[config.mk]
export PLATFORM = sky130hd
export DESIGN_NAME = pdec4_seq
export DESIGN_NICKNAME = d
export VERILOG_FILES = /design/src/rtl/pdec4_seq.sv
export SDC_FILE = /design/constraint.sdc
export NUM_CORES = 1
export LEC_CHECK = 0
export ABC_AREA = 1
export CORE_ASPECT_RATIO = 1.25
export CORE_UTILIZATION = 53
export CTS_CLUSTER_SIZE = 16
export DETAILED_ROUTE_END_ITERATION = 8
export GPL_TIMING_DRIVEN = 0
export HOLD_SLACK_MARGIN = 0.05
export PLACE_DENSITY_LB_ADDON = 0.08
export SETUP_SLACK_MARGIN = 0.4
export SLEW_MARGIN = 20
export SYNTH_ARGS = -nofsm -noshare
export SYNTH_HDL_FRONTEND = slang
export SYNTH_SLANG_ARGS = --single-unit
[constraint.sdc]
create_clock -name clk -period 1.7 [get_ports clk]
set_input_delay 0.425 -clock clk [delete_from_list [all_inputs] [get_ports clk]]
set_output_delay 0.425 -clock clk [all_outputs]
set_load 0.02 [all_outputs]
[src/rtl/pdec4_seq.sv]
`default_nettype none
// +----------------------------------------------------------------------+
// | pdec4_seq: sequenced one-hot decoder for the PENC4 index.             |
// | Holds the select for HOLD cycles, idles GAP cycles, pulses done.      |
// | Revision: 1.0                                                         |
// +----------------------------------------------------------------------+
module pdec4_seq #(
  parameter int HOLD = 4,
  parameter int GAP  = 1
) (
  input  logic       clk,
  input  logic       rst,
  input  logic [1:0] y,
  input  logic       valid,
  output logic       ready,
  output logic [3:0] a,
  output logic       busy,
  output logic       done
);

  if (HOLD < 1 || HOLD > 255) begin : g_bad_hold
    $fatal(1, "pdec4_seq: HOLD must be within 1..255");
  end
  if (GAP < 0 || GAP > 255) begin : g_bad_gap
    $fatal(1, "pdec4_seq: GAP must be within 0..255");
  end

  typedef enum logic [1:0] {
    S_IDLE  = 2'd0,
    S_DRIVE = 2'd1,
    S_GAP   = 2'd2
  } state_t;

  localparam logic [7:0] c_hold_ld = 8'(HOLD - 1);
  localparam logic [7:0] c_gap_ld  = 8'(GAP - 1);
  localparam bit         c_has_gap = (GAP > 0);

  state_t     r_state, w_state_nx;
  logic [7:0] r_cnt,   w_cnt_nx;
  logic [1:0] r_idx,   w_idx_nx;
  logic [3:0] r_a,     w_a_nx;

  always_ff @(posedge clk or posedge rst) begin
    if (rst) begin
      r_state <= S_IDLE;
      r_cnt   <= 8'd0;
      r_idx   <= 2'd0;
      r_a     <= 4'b0000;
    end else begin
      r_state <= w_state_nx;
      r_cnt   <= w_cnt_nx;
      r_idx   <= w_idx_nx;
      r_a     <= w_a_nx;
    end
  end

  // The select is a flop of its own so it never glitches multi-hot on transitions.
  always_comb begin
    w_state_nx = r_state;
    w_cnt_nx   = r_cnt;
    w_idx_nx   = r_idx;
    w_a_nx     = 4'b0000;
    case (r_state)
      S_IDLE: begin
        if (valid) begin
          w_state_nx = S_DRIVE;
          w_cnt_nx   = c_hold_ld;
          w_idx_nx   = y;
          w_a_nx     = 4'b0001 << y;
        end
      end
      S_DRIVE: begin
        if (r_cnt != 8'd0) begin
          w_cnt_nx = r_cnt - 8'd1;
          w_a_nx   = 4'b0001 << r_idx;
        end else if (c_has_gap) begin
          w_state_nx = S_GAP;
          w_cnt_nx   = c_gap_ld;
        end else begin
          w_state_nx = S_IDLE;
        end
      end
      S_GAP: begin
        if (r_cnt != 8'd0) begin
          w_cnt_nx = r_cnt - 8'd1;
        end else begin
          w_state_nx = S_IDLE;
        end
      end
      default: begin
        w_state_nx = S_IDLE;
        w_cnt_nx   = 8'd0;
      end
    endcase
  end

  assign ready = (r_state == S_IDLE);
  assign busy  = (r_state != S_IDLE);
  assign done  = (r_state == S_DRIVE) && (r_cnt == 8'd0);
  assign a     = r_a;

endmodule
`default_nettype wire

After elaboration in Yosys (flattened, before gate mapping)

Index checks and enable logic that the tools add are counted.

Equality and inequality tests: 6
Multipliers: 0
Magnitude comparators: 0
Divide/modulo/power cells: 0
Muxes and demuxes: 11
Shift operators: 2
Add/subtract/negate cells: 1
Reduce and logical (&&, ||, !) cells: 8
Bitwise gates (word level): 0

Operators with widths:

| cell                | count |
|---|---|
| $mux 8              | 3 |
| $pmux 8 s3          | 1 |
| $logic_not 8->1     | 1 |
| $mux 4              | 2 |
| $ne 2x2->1 const B  | 4 |
| $pmux 4 s2          | 1 |
| $reduce_bool 8->1   | 1 |
| $shl 1x2->4 const A | 2 |
| $sub 8x1->8 const B | 1 |
| $mux 2              | 3 |
| $pmux 2 s3          | 1 |
| $reduce_and 2->1    | 2 |
| $reduce_and 3->1    | 1 |
| $eq 2x1->1 const B  | 1 |
| $eq 2x2->1 const B  | 1 |
| $logic_not 2->1     | 1 |
| $reduce_bool 2->1   | 1 |
| $logic_and 1x1->1   | 1 |

Memories kept: 0
Bits in read-only memories: 0
Word-level logic and storage cells: 32
Memory bits (writable): 0
Bits in registers: 16
Latch bits: 0

Logic depth before layout (Yosys ltp)

Word-level depth: 3
Gate-level depth with buffers: 11
Mapped depth without buffers: 11

Worst setup path after synthesis

Ideal clock, no wire load.

Kind: register -> output
Start: register r_cnt[0]
End: output done
Setup slack: 0.037 ns
Buffers on the path: 0
Arrival: 1.238 ns
Stages on the path, launching flop included: 7
Data required time: 1.275 ns
Path through: dfrtp_1 inv_1 ha_1 nand2_1 nor2_2 nand2_1 nor2_1

Word-level cells in the longest chain between the ends: 2

Ends and longest elaborated chain:

| element                | RTL line | source |
|---|---|---|
| start, declared        | 39       | `logic [7:0] r_cnt, w_cnt_nx;` |
| start signal, assigned | 51       | `r_cnt <= w_cnt_nx;` |
| $logic_not 8->1        | 99       | `assign done = (r_state == S_DRIVE) && (r_cnt == 8'd0);` |
| $logic_and 1x1->1      | 99       |  |
| end, declared          | 18       | `output logic done` |

Every way passes these cells.

Worst setup path after layout

Same ends and word-level chain as after synthesis.

==> flow_summary_export.csv <==
group,metric,value,unit
detailed_routing,antenna_left,0,
cts,clock-sinks,16,
floorplan,rows,17,
global_routing,grt_pass1_wl,3850,microns
setup_path,startpoint,"r_cnt[0]$_DFFE_PP0P_",
pwr,netSwitchingFraction,0.2058,
setup_path,critPathMaxFanout,2,
setup_path,reg2reg_depth,12,
sta,finalHoldViolations,0,
setup_path,reg2reg_slack,0.22,ns
global_routing,grt_use_total,0.2743,
place,place_congestion,0.7865,
sta,fmax,552.3,MHz
place,dp_hpwl,1572,microns
min_path,hp-class,"flop to flop",
finish,drive_gt1_frac,0.4969,
detailed_routing,firstDrtPassIters,4,
logic_synthesis,synthMuxAreaShare,0,
floorplan,initial_utilization,0.5592,
finish,diodes,0,
finish,final_area,1443,sq um
global_routing,grt_max_degree,17,
sta,slew_violations,0,
cts,cts_root_buffer,"clkbuf_4",
logic_synthesis,synth_compound_area_frac,0.09125,
sta,rsz0062_at_grt,"yes",
logic_synthesis,ys_seq_area_frac,0.4056,
logic_synthesis,synth-simple-area-share,0.3853,
floorplan,core_area,1765,sq um
detailed_routing,drt-total-wl,2539,microns
detailed_routing,vias_per_cell,5.286,
pwr,power.density,452.8,nW/um^2
logic_synthesis,synth-xor-area-share,0.008872,
sta,finalWorstSetupSlack,-0.1105,ns
pwr,power_frac_seq,0.582,
detailed_routing,wl_per_cell,13.95,microns
floorplan,die_height,50.25,microns
sta,min_period,1.811,ns
logic_synthesis,synthesis.nets,138,
min_path,hold_depth,1,
finish,num-nets-final,171,
finish,syn_to_final_growth,46.13,%
pwr,internal_power,518.8,uW
sta,relSlewSlack,0.5820,
logic_synthesis,synth_cells,131,
logic_synthesis,syn-cell-area,987.2,sq um
min_path,hp-start,"r_idx[0]$_DFFE_PP0P_",
cts,cts_tree,"yes",
cts,clk_transition_reported_paths,0.10,ns
global_routing,antenna_found_initial,0,
setup_path,worst-setup-path-type,"flop to output pin",
pwr,p_sw,134.4,uW
logic_synthesis,avgSynthCellArea,7.536,sq um
detailed_routing,dr_total_vias,962,
pwr,combPwrFrac,0.032,
global_routing,grt_pass1_vias,899,
detailed_routing,drc,0,
setup_path,worstReg2RegEnd,"r_cnt[6]$_DFFE_PP0P_",
min_path,hold-path-endpoint,"a[0]$_DFF_PP0_",
job,maxCapViolCount,0,
sta,setup_viol,1,
cts,clockBufferDepth,2,
pwr,peakVddDrop,487.7,uV
setup_path,rr_startpoint,"r_cnt[0]$_DFFE_PP0P_",
setup_path,cp-start-kind,"flop",
pwr,p_leak,0.0007322,uW
floorplan,ioPinCount,12,
logic_synthesis,synth_top_family_by_area,"simple AND/OR/NAND/NOR gates",
finish,fill_cells,110,
setup_path,critPathArrivalTime,1.39,ns
logic_synthesis,synthDistinctLibCells,22,
cts,htreeDepth,1,
status,status,"finished, violations left",
sta,clock_skew,0.003065,ns
place,portBuffers,11,
setup_path,required,1.27,ns
logic_synthesis,synthAdderAreaFrac,0.02535,
sta,fin_crit_sh,1.065,
floorplan,die_area,2040,sq um
logic_synthesis,synth-seq-cells,16,
cts,cts_buffers,3,
floorplan,die_x,40.60,microns
sta,worstMarginPinSlew,0.6263,ns
status,violations,"negative setup slack",
pwr,clockPowerShare,0.385,
pwr,finalPower,653.3,uW
setup_path,endpoint_kind,"output pin",
place,dpl_cell_area,1156,sq um
detailed_routing,drtIter0Drc,23,
logic_synthesis,yosys_warnings,0,
cts,clock_latency,0.28,ns
global_routing,grt_overflow_total,0,
synth_stat cells:
cell type | number | share of area
o21bai_1 | 1 | 0.0076
nand3_4 | 1 | 0.018
nand2_2 | 4 | 0.025
o31ai_1 | 2 | 0.015
o21ai_1 | 3 | 0.015
nor2_2 | 3 | 0.019
nor2_1 | 15 | 0.057
nand2_8 | 1 | 0.020
a21oi_2 | 1 | 0.0089
o22ai_1 | 2 | 0.013
ha_1 | 2 | 0.025
nand4_1 | 3 | 0.019
xor2_1 | 1 | 0.0089
dfrtp_1 | 16 | 0.41
o21ai_0 | 1 | 0.0051
nand3_1 | 5 | 0.025
nand2_4 | 1 | 0.011
inv_2 | 7 | 0.027
o2111ai_1 | 3 | 0.027
nand2_1 | 41 | 0.16
inv_1 | 15 | 0.057
nor2_4 | 3 | 0.034
cell families (layout without fill, tap and decap cells):
group	count (synthesis)	count (layout)
flops	16	16
compound gates	13	13
fa+ha+maj	2	2
simple gates	77	77
buf+inv	22	54
xor+xnor	1	1
critical path, stage by stage (launching register included):
cell     delay, ns
dfrtp_1       0.41
inv_2         0.09
ha_4          0.15
nand2_4       0.06
nor2_4        0.12
nand2_4       0.08
nor2_4        0.08
buf_6         0.12
metrics by stage:
step           hold slack, ns  setup WS (ns)  instances  setup TNS [ns]  utilization
2_1_floorplan          0.3387         0.2185        131               0            -
3_3_place_gp           0.4832        -0.4146        161         -0.5577       0.6549
3_5_place_dp           0.4819        -0.4431        161         -0.6165       0.6549
4_1_cts                0.4910        -0.1194        178         -0.1194       0.7463
5_1_grt                0.5081        -0.1730        182         -0.1730       0.8172
6_report               0.4910        -0.1105        182         -0.1105       0.8172
per-layer routing:
layer	track usage	up-vias	part of all wire
li1	-	478	-
met5	0	-	0
met3	0.04867	8	0.025
met4	0.06667	0	0.030
met1	0.3147	452	0.41
met2	0.4921	24	0.54
worst max path at each step:
stage | slack, ns | end | depth (start not counted)
after floorplan | 0.22 | done | 5
after detailed placement | -0.44 | done | 7
after CTS | -0.12 | done | 7
after global placement | -0.41 | done | 7
final | -0.11 | done | 7
after global routing | -0.17 | done | 7
state kept, by name (all words and copies together) (netlist names):
| name | cells |
|---|---|
| r_idx | 2 |
| r_cnt | 8 |
| r_state | 2 |
| a | 4 |
cell usage in the layout (no fill, tap or decap), drive strengths merged:
master | netlist | layout
nand2 | 47 | 47
buf | 0 | 24
inv | 22 | 22
nor2 | 21 | 21
dfrtp | 16 | 16
nand3 | 6 | 6
clkdlybuf4s50 | 0 | 4
clkbuf | 0 | 4
o21ai | 4 | 4
nand4 | 3 | 3
o2111ai | 3 | 3
o22ai | 2 | 2
o31ai | 2 | 2
ha | 2 | 2
a21oi | 1 | 1
xor2 | 1 | 1
o21bai | 1 | 1
final cells by class:
class / instances / area, sq um / area share
sequential: 16 / 405.4 / 0.2810
timing repair buffer: 28 / 232.7 / 0.1613
clock buffer: 4 / 36.28 / 0.02515
multi-input combinational: 93 / 661.9 / 0.4588
inverter: 22 / 82.58 / 0.05724
tap: 19 / 23.77 / 0.01648
power groups by stage:
stage | combinational (uW) | sequential (uW) | clock (uW)
floorplan | 8.36 | 388 | 0
global placement | 20.8 | 388 | 0
detailed placement | 21.7 | 388 | 0
CTS | 21.7 | 380 | 254
global route | 23.9 | 380 | 270
finish | 21.2 | 380 | 252
timing repair:
item                                    4_1_cts  5_1_grt
endpoints found under the setup margin       12       17
hold buffers                                  0        0
hold endpoints to repair                      0        0
buffers inserted                             13        4
pin swaps                                     8       10
gates resized for setup                      45       27
(Power assumes the default switching activity.)
